[config.mk]
export PLATFORM = sky130hd
export DESIGN_NAME = otter_fetch_stage
export DESIGN_NICKNAME = d
export VERILOG_FILES = /design/src/rtl/otter_fetch_stage.sv
export SDC_FILE = /design/constraint.sdc
export NUM_CORES = 1
export LEC_CHECK = 0
export ABC_CLOCK_PERIOD_IN_PS = 5700
export BUFFER_PORTS_ARGS = -buffer_cell sky130_fd_sc_hd__buf_2
export CAP_MARGIN = 30
export CORE_ASPECT_RATIO = 0.5
export CORE_MARGIN = 3
export CORE_UTILIZATION = 54
export DETAILED_ROUTE_END_ITERATION = 6
export PLACE_DENSITY = 0.84
export SLEW_MARGIN = 20
export SYNTH_ARGS = -nofsm -noshare
export SYNTH_HDL_FRONTEND = slang
export SYNTH_SLANG_ARGS = --single-unit
[constraint.sdc]
create_clock -name clk -period 5.7 [get_ports clk]
set_input_delay 0.285 -clock clk [delete_from_list [all_inputs] [get_ports clk]]
set_output_delay 0.285 -clock clk [all_outputs]
set_load 0.005 [all_outputs]
[src/rtl/otter_fetch_stage.sv]
// OTTER instruction-fetch stage: program counter, IF/ID decode register,
// hazard-unit stall handshake, execute redirects and saturating statistics.
module otter_fetch_stage #(
    parameter logic [31:0] RESET_VEC = 32'h0000_0000,
    parameter logic [31:0] NOP       = 32'h0000_0013,
    parameter int          CNT_W     = 16
) (
    input  logic             clk,
    input  logic             rst,
    input  logic             pc_write,
    input  logic             reg_en,
    input  logic             hzd_out,
    output logic             hzd_q,
    input  logic             redirect,
    input  logic [31:0]      redirect_pc,
    output logic [31:0]      imem_addr,
    input  logic [31:0]      imem_rdata,
    output logic [31:0]      decode_ir,
    output logic [31:0]      decode_pc,
    output logic             decode_valid,
    output logic             pc_misaligned,
    output logic [CNT_W-1:0] stall_cnt,
    output logic [CNT_W-1:0] flush_cnt
);

    localparam logic [CNT_W-1:0] CNT_MAX = '1;

    logic [31:0]      pc_q, pc_d;
    logic [31:0]      decode_ir_q, decode_ir_d;
    logic [31:0]      decode_pc_q, decode_pc_d;
    logic             decode_valid_q, decode_valid_d;
    logic             hzd_d;
    logic             pc_misaligned_q, pc_misaligned_d;
    logic [CNT_W-1:0] stall_cnt_q, stall_cnt_d;
    logic [CNT_W-1:0] flush_cnt_q, flush_cnt_d;

    // Redirect beats any stall; the PC only advances when the word is captured.
    always_comb begin
        pc_d            = pc_q;
        decode_ir_d     = decode_ir_q;
        decode_pc_d     = decode_pc_q;
        decode_valid_d  = decode_valid_q;
        pc_misaligned_d = pc_misaligned_q;
        stall_cnt_d     = stall_cnt_q;
        flush_cnt_d     = flush_cnt_q;
        hzd_d           = hzd_out;

        if (redirect) begin
            pc_d           = {redirect_pc[31:2], 2'b00};
            decode_ir_d    = NOP;
            decode_valid_d = 1'b0;
            if (redirect_pc[1:0] != 2'b00) begin
                pc_misaligned_d = 1'b1;
            end
            if (flush_cnt_q != CNT_MAX) begin
                flush_cnt_d = flush_cnt_q + 1'b1;
            end
        end else if (reg_en && pc_write) begin
            decode_ir_d    = imem_rdata;
            decode_pc_d    = pc_q;
            decode_valid_d = 1'b1;
            pc_d           = pc_q + 32'd4;
        end else if (reg_en) begin
            decode_ir_d    = NOP;
            decode_valid_d = 1'b0;
        end

        if (hzd_out && !redirect && (stall_cnt_q != CNT_MAX)) begin
            stall_cnt_d = stall_cnt_q + 1'b1;
        end
    end

    always_ff @(posedge clk or posedge rst) begin
        if (rst) begin
            pc_q            <= RESET_VEC;
            decode_ir_q     <= NOP;
            decode_pc_q     <= RESET_VEC;
            decode_valid_q  <= 1'b0;
            hzd_q           <= 1'b0;
            pc_misaligned_q <= 1'b0;
            stall_cnt_q     <= '0;
            flush_cnt_q     <= '0;
        end else begin
            pc_q            <= pc_d;
            decode_ir_q     <= decode_ir_d;
            decode_pc_q     <= decode_pc_d;
            decode_valid_q  <= decode_valid_d;
            hzd_q           <= hzd_d;
            pc_misaligned_q <= pc_misaligned_d;
            stall_cnt_q     <= stall_cnt_d;
            flush_cnt_q     <= flush_cnt_d;
        end
    end

    assign imem_addr     = pc_q;
    assign decode_ir     = decode_ir_q;
    assign decode_pc     = decode_pc_q;
    assign decode_valid  = decode_valid_q;
    assign pc_misaligned = pc_misaligned_q;
    assign stall_cnt     = stall_cnt_q;
    assign flush_cnt     = flush_cnt_q;

endmodule

; Word-level counts from Yosys, hierarchy flattened
; Index checks and enable logic that the tools add are counted.
[classes]
addsub = 3
n_eq_ne = 2
n_mux = 8
n_bitwise = 1
reduce_logical = 10
[ops]
columns = cell, count
row1 = 32-bit 2-to-1 mux, 5
row2 = "16-bit by 1-bit adder with 16-bit output, second input constant", 2
row3 = "32-bit by 3-bit adder with 32-bit output, second input constant", 1
row4 = "16-bit != test, second input constant", 2
row5 = 2-bit AND reduction, 3
row6 = 2-bit nonzero test, 2
row7 = 1-bit logical AND, 3
row8 = 1-bit 2-to-1 mux, 3
row9 = 3-bit nonzero test, 1
row10 = 1-bit logical NOT, 1
row11 = 1-bit NOT, 1
[word_totals]
reg_bits = 131
input_bits = 70
out_inout_bits = 131

; Longest topological paths before layout
; Gate-level depths: netlist of run 1.
[depth]
word_depth = 3
ltp_mapped = 7

; Worst setup path after synthesis of run 1
; OpenSTA, ideal clock, no wires.
[synth_path]
kind = register to register
from = register stall_cnt_q[0] (netlist: stall_cnt[0])
to = register stall_cnt_q[1] (netlist: stall_cnt[1])
setup_time_ns = 0.125
arrival_ns = 1.875
slack_ns = 3.700
stages_incl_launch_ff = 6
path_buffers = 0
synth_period_minus_slack_ns = 2.000
cell_sequence = dfrtp_1 ha_1 nand3_1 nor4_1 nor2_1 mux2_2
[synth_via]
elab_chain_len = 2
[synth_rtl]
columns = element, line
row1 = start: declaration, 34  ; logic [CNT_W-1:0] stall_cnt_q, stall_cnt_d;
row2 = start signal: assignment, 90  ; stall_cnt_q <= stall_cnt_d;
row3 = branches (longest 2 deep; another with 16-bit by 1-bit adder with 16-bit output), --
; Several ways; the timed one is not identified.
; A chain may end at the register's enable or synchronous reset.

; Worst setup path after layout of run 1
[layout_path]
from = input port redirect
to = register decode_pc_q[24] (netlist: decode_pc[24])
[layout_via]
elab_chain_len = 2
[layout_rtl]
columns = element, line
row1 = start: declaration, 14  ; input logic redirect,
row2 = 1-bit NOT (no line), --
row3 = 2-bit AND reduction (no line), --
row4 = end signal: assignment, 86  ; decode_pc_q <= decode_pc_d;
row5 = end: declaration, 30  ; logic [31:0] decode_pc_q, decode_pc_d;
; No other way between the ends.

==> results of run 1 <==
path summary, 6_finish.rpt:
path                                      end  slack, ns  cells after the start
worst max-delay path            decode_pc[24]       3.39                      7
min in group clk                 imem_addr[6]       0.08                      3
worst min-delay path            decode_pc[11]      -0.02                      2
worst min register to register  pc_misaligned       0.47                      1
max in group asynchronous        decode_ir[1]       4.56                      4
worst max register to register  imem_addr[24]       3.48                      4
state kept, by name, indices dropped and copies added (netlist names):
signal         count
decode_ir         32
decode_pc         30
decode_valid       1
flush_cnt         16
hzd_q              1
imem_addr         30
pc_misaligned      1
stall_cnt         16
critical path, stage by stage:
cell and delay, ns:
buf_2 0.09, buf_4 0.25, inv_1 0.75, nand3_1 0.55
buf_4 0.41, nand2_1 0.11, o21ai_0 0.09
cells in the final DEF, fill, tap and decap left out, types with 3 or more instances in the layout:
cell,n
mux2_2,4
or3_1,3
or2_2,4
ha_1,3
o31ai_1,6
a21oi_1,9
buf_4,3
or4_1,10
o211ai_1,5
clkbuf_16,17
and2_1,6
nand2_1,126
nand4_1,25
nor3_1,10
and3_1,12
nand3_1,19
o21ai_0,22
a31oi_1,12
inv_1,6
a22o_1,29
a31o_2,3
dfrtp_1,124
inv_6,9
buf_2,196
conb_1,4
nor2_1,21
and4_1,8
xnor2_1,13
xor2_1,23
dfstp_2,3
o32a_1,3
nor4_1,8
repair_timing:
item	in CTS	in global routing
hold buffers	1	0
endpoints found under the hold margin	1	0
resized for setup	0	0
metrics by stage:
step	std cells	setup WS [ns]
5_1_grt	905	3.243
2_1_floorplan	566	2.036
4_1_cts	903	3.451
3_3_place_gp	867	3.148
6_report	905	3.389
3_5_place_dp	870	3.036
where the power goes:
part | switching [mW] | leakage (nW) | total (mW) | internal, mW
Sequential | 0.128 | 1.60 | 1.15 | 1.02
Combinational | 0.200 | 1.88 | 0.388 | 0.188
Clock | 0.436 | 0.287 | 1.09 | 0.657
routing by layer:
| layer | wire, um | share of wire, % |
|---|---|---|
| met3 | 1112 | 7.2 |
| met5 | 0 | 0 |
| met1 | 6310 | 41 |
| met2 | 7649 | 50 |
| met4 | 293 | 1.9 |
final cells by class:
type	count	area (um2)
flip-flops and latches	127	3182
fillers	684	2435
multi-input cells	399	2337
repair buffers	205	1074
clock buffers	17	425.4
clock inverters	15	171.4
well taps	135	168.9
inverters	7	28.78
cell families (layout without fill, tap and decap cells):
group           count (synthesis)  after routing
compound gates                 91             91
xor+xnor                       36             36
fa+ha+maj                       3              3
buf+inv                        40            244
flops                         127            127
mux                             5              5
other cells                     1              4
simple gates                  260            260
==> qor.yml, run 1 <==
hold_violations: 47
fp.dieH_um: 78.44
placed_area_um2: 6755
whs_ns: -0.01708
ir_drop_mv: 0.2535
grtUsageMet1_pct: 32.49
rr_startpoint: "imem_addr[4]"
detailed_place_hpwl_um: 10490
max_clock_freq_ghz: 0.4327
grt_max_degree: 73
cap_viol_max_count: 0
synth_edf_count: 0
num_rows: 25
hp-class: "input pin to async pin"
routedWlPerCell_um: 16.98
path_max_fanout: 47
yosys.area_share.simple_pct: 22.30
grt_usage_pct: 25.53
syn_area_per_cell_um2: 10.07
drt-total-wl_um: 15370
fin_total_pwr_mw: 2.627
setup_violations: 0
root_buffer: "clkbuf_16"
status: "finished with violations"
ios: 201
critPathRequiredTime_ns: 5.99
netlist-cell-type-count: 40
final_area_um2: 7387
clock_skew_ns: 0.01028
start_kind: "input pin"
synth_xor_area_share_pct: 5.564
clock_path_buffers: 2
synth_compound_area_share_pct: 11.30
cts_setup_buffers: 0
finalCriticalPeriod_ns: 2.311
layout-drive-gt1-share_pct: 32.99
grt_pass1_vias: 4871
utilization_pct: 75.21
clkSlewWorstSetupHoldPaths_ns: 0.06
synth_top_area_share_pct: 54.76
finalMaxSlewViolations: 0
setup_tns_ns: 0
yosys-top-cells-area: "dfrtp_1, nand2_1, a22o_1"
async_reset_ff_share_pct: 100.0
met3_usage_pct: 5.536
drt_iter0_drc: 348
final_antenna_net_count: 0
muxShareOfSynthArea_pct: 0.9715
overflow: 0
p_per_area_nw_per_um2: 355.6
via_per_inst: 5.684
end_kind: "register"
rsz0062_at_grt: "false"
start_util_pct: 57.69
core_area_um2: 9822
vias: 5144
p_leak_nw: 3.773
clk_latency_ns: 0.42
io_buffer_count: 196
first_pass_iters: 4
violations: "negative hold slack"
finalCritPeriodShare_pct: 40.55
diodes: 0
ys_warn_count: 0
syn_inst: 563
grt_use_met2_pct: 42.73
dieArea_um2: 11830
cts_inserted_buffers: 17
critPathArrivalTime_ns: 2.60
cp-startpoint: "redirect"
fp.dieW_um: 150.9
grt-busiest-layer: "met2"
areaGrowthSynthToFinish_pct: 30.36
post-route-drc-count: 0
seq_area_frac_synth_pct: 56.15
worst_pin_slew_ns: 0.9576
worst-setup-path-type: "input pin to register"
yosysMostFrequentCell: "nand2_1"
synth_commonest_cells: "nand2_1, dfrtp_1, a22o_1"
ys_ff_latch: 127
h-tree-depth: 4
antenna_found_initial: 0
synth_top_family_by_area: "simple AND/OR/NAND/NOR gates"
synthAdderAreaFrac_pct: 0.6624
cts_tree: "done"
fin_nets: 830
syn-cell-area_um2: 5667
gp_congestion: 0.8515
cts.sinks: 127
grt_first_pass_wirelength_um: 23800
max-slew-margin-rel_pct: 36.09
ys.flop_type: "dfrtp_1"
netlist.top_cell.by_area: "dfrtp_1"
Note: power is estimated with default switching activity, not from simulation.
==> run 2: changes to the inputs <==
- ABC_CLOCK_PERIOD_IN_PS: 5700 -> 1900
- CORE_UTILIZATION: 54 -> 45
- PLACE_DENSITY: 0.84 -> 0.74
- clock period: 5.7 -> 1.9 ns (I/O delays scaled with it)
==> run 2 against run 1 <==
Compared with the run above:
- the run ends with negative setup slack left
- count of clock-buffer cells in the layout is 1 higher
- clock power increased to 2.8 times the previous value
- first-iteration DRC count down 6.3%
- worst setup slack got worse by 3.5 ns
- register-to-register slack worse by 3.6 ns
- sequential share of layout area fell by 5.4 points
- clock skew increased by 0.00056 ns
- global-route usage fell by 0.52 points
- critical path depth shrank 2
- via count increased by 9.5%
- cell count is 15% higher
- largest cell class unchanged
- highest routed layer unchanged
==> qor.yml, run 2 (synthesis results as in run 1) <==
cp-startpoint: "imem_addr[2]"  # was redirect
hp-class: "input pin to register"  # was input pin to async pin
detailed_place_hpwl_um: 11380  # was 10,490 um
finalCriticalPeriod_ns: 1.981
path_max_fanout: 5  # was 47
pre_cts_ws_ns: -0.01305  # was 3.036 ns
multiInputGateArea_um2: 2396  # was 2337 um2
final_area_um2: 8442  # was 7387 um2
worstPathCellList: "ha_2 > nand4_1 > or4_4 > or4_1 > a31oi_1"  # was buf_2 > buf_4 > inv_1 > nand3_1 > buf_4 > nand2_1 > o21ai_0
fin_total_pwr_mw: 7.900  # was 2.627 mW
clock_path_buffers: 2  # unchanged
slowest_delay_ns: 0.54  # was 0.75 ns
finalCritPeriodShare_pct: 104.3
violations: "negative setup slack"  # was negative hold slack
overflow: 0  # unchanged
antenna_found_initial: 0  # unchanged
placed_area_um2: 7131  # was 6755 um2
clk_latency_ns: 0.40  # was 0.42 ns
rr_startpoint: "imem_addr[2]"  # was imem_addr[4]
fp.dieH_um: 85.35  # was 78.44 um
drt_iter0_drc: 326  # was 348
via_per_inst: 5.402  # was 5.684
start_kind: "register"  # was input pin
setup_tns_ns: -0.2122  # was 0 ns
worst_pin_slew_ns: 0.7441  # was 0.9576 ns
highest_layer: "met4"  # unchanged
grt_first_pass_wirelength_um: 27950  # was 23,800 um
p_leak_nw: 4.258  # was 3.773 nW
final_common_cell: "buf_2"  # unchanged
met2WireLength_um: 8723  # was 7649 um
max-slew-margin-rel_pct: 50.39  # was 36.09%
p_per_area_nw_per_um2: 935.8  # was 355.6 nW/um2
cts_tree: "done"  # unchanged
wl_met1_um: 7782  # was 6310 um
rsz0062_at_grt: "true"  # was false
wl_met3_um: 988  # was 1112 um
grt_pass1_vias: 5527  # was 4,871
nFillCells: 924  # was 684
final_antenna_net_count: 0  # unchanged
critPathRequiredTime_ns: 2.23  # was 5.99 ns
post-route-drc-count: 0  # unchanged
fp.dieW_um: 164.7  # was 150.9 um
dp_cells: 939  # was 870
start_util_pct: 47.02  # was 57.69%
status: "finished with violations"  # unchanged
finalMaxSlewViolations: 0  # unchanged
rr_endpoint: "imem_addr[24]"  # unchanged
grt_usage_pct: 25.02  # was 25.53%
cap_viol_max_count: 0  # unchanged
first_pass_iters: 5  # was 4
drt-total-wl_um: 17890  # was 15,370 um
fin_nets: 939  # was 830
ir_drop_mv: 0.6785  # was 0.2535 mV
hold_violations: 0  # was 47
whs_ns: 0.1429  # was -0.01708 ns
clock_skew_ns: 0.01084  # was 0.01028 ns
r2r_cells: 5  # was 4
critPathArrivalTime_ns: 2.31  # was 2.60 ns
io_buffer_count: 196  # unchanged
worst_slack_ns: -0.08110  # was 3.389 ns
seq_area_um2: 3182  # unchanged
r2r_slack_ns: -0.08  # was 3.48 ns
ios: 201  # unchanged
routedWlPerCell_um: 17.15  # was 16.98 um
cts_inserted_buffers: 17  # unchanged
root_buffer: "clkbuf_16"  # unchanged
num_rows: 28  # was 25
layout-drive-gt1-share_pct: 35.08  # was 32.99%
core_area_um2: 12050  # was 9822 um2
final_cell_mix: "buf_2, nand2_1, dfrtp_1, dlygate4sd3_1, buf_4"  # was buf_2, nand2_1, dfrtp_1, a22o_1, nand4_1
fin_cells: 1043  # was 905
end_kind: "register"  # unchanged
diodes: 0  # unchanged
max_clock_freq_ghz: 0.5048
utilization_pct: 70.05  # was 75.21%
gp_congestion: 0.8414  # was 0.8515
worst-setup-path-type: "register to register"  # was input pin to register
largest_reg_flops: 32  # unchanged
areaGrowthSynthToFinish_pct: 48.97  # was 30.36%
vias: 5634  # was 5,144
h-tree-depth: 4  # unchanged
slowest_stage: "or4_1"  # was inv_1
crit_path_end: "imem_addr[24]"  # was decode_pc[24]
clkSlewWorstSetupHoldPaths_ns: 0.06  # about the same
grt_max_degree: 128  # was 73
dieArea_um2: 14060  # was 11,830 um2
cts.sinks: 127  # unchanged
setup_violations: 6  # was 0
[run 2: worst min-delay path by stage]
stage | startpoint | endpoint | slack, ns | cells after the start
after CTS | reg_en | decode_ir[1] | 0.13 | 3
after global placement | hzd_out | hzd_q | 0.23 | 1
after floorplan | hzd_out | hzd_q | 0.13 | 0
after detailed placement | hzd_out | hzd_q | 0.23 | 1
after global routing | reg_en | decode_ir[1] | 0.14 | 3
final | reg_en | decode_ir[1] | 0.14 | 3
[run 2: cell type report]
type	count	area share, %
inverters	7	0.3557
flip-flops and latches	127	37.69
clock inverters	13	1.364
repair buffers	313	24.56
clock buffers	18	5.202
well taps	165	2.446
multi-input cells	400	28.38
[run 2: what timing repair did]
item,in CTS,in global routing
endpoints found under the setup margin,2,12
resized for setup,0,12
buffers inserted,1,5
cloned,0,1
pin swaps,0,4
hold endpoints to repair,188,0
hold buffers,66,0
[run 2: critical path: cells and delay by family (launching register included)]
kind | cells | cell delay [ns]
adder cells (fa/ha/maj) | 1 | 0.18
flip-flops | 1 | 0.36
AND/OR/NAND/NOR | 3 | 1.18
AO/OA/AOI/OAI | 1 | 0.19
[run 2: report_power, final]
group / total, mW / internal, mW / switching [mW]
clock: 3.05 / 1.83 / 1.22
sequential: 3.37 / 3.05 / 0.319
combinational: 1.47 / 0.737 / 0.737
total: 7.90 / 5.62 / 2.28
[run 2: layer usage]
layer	track usage (%)	up-vias
met4	8.980	0
met3	5.266	38
li1	-	2611
met2	41.24	200
met5	0	-
met1	32.99	2785
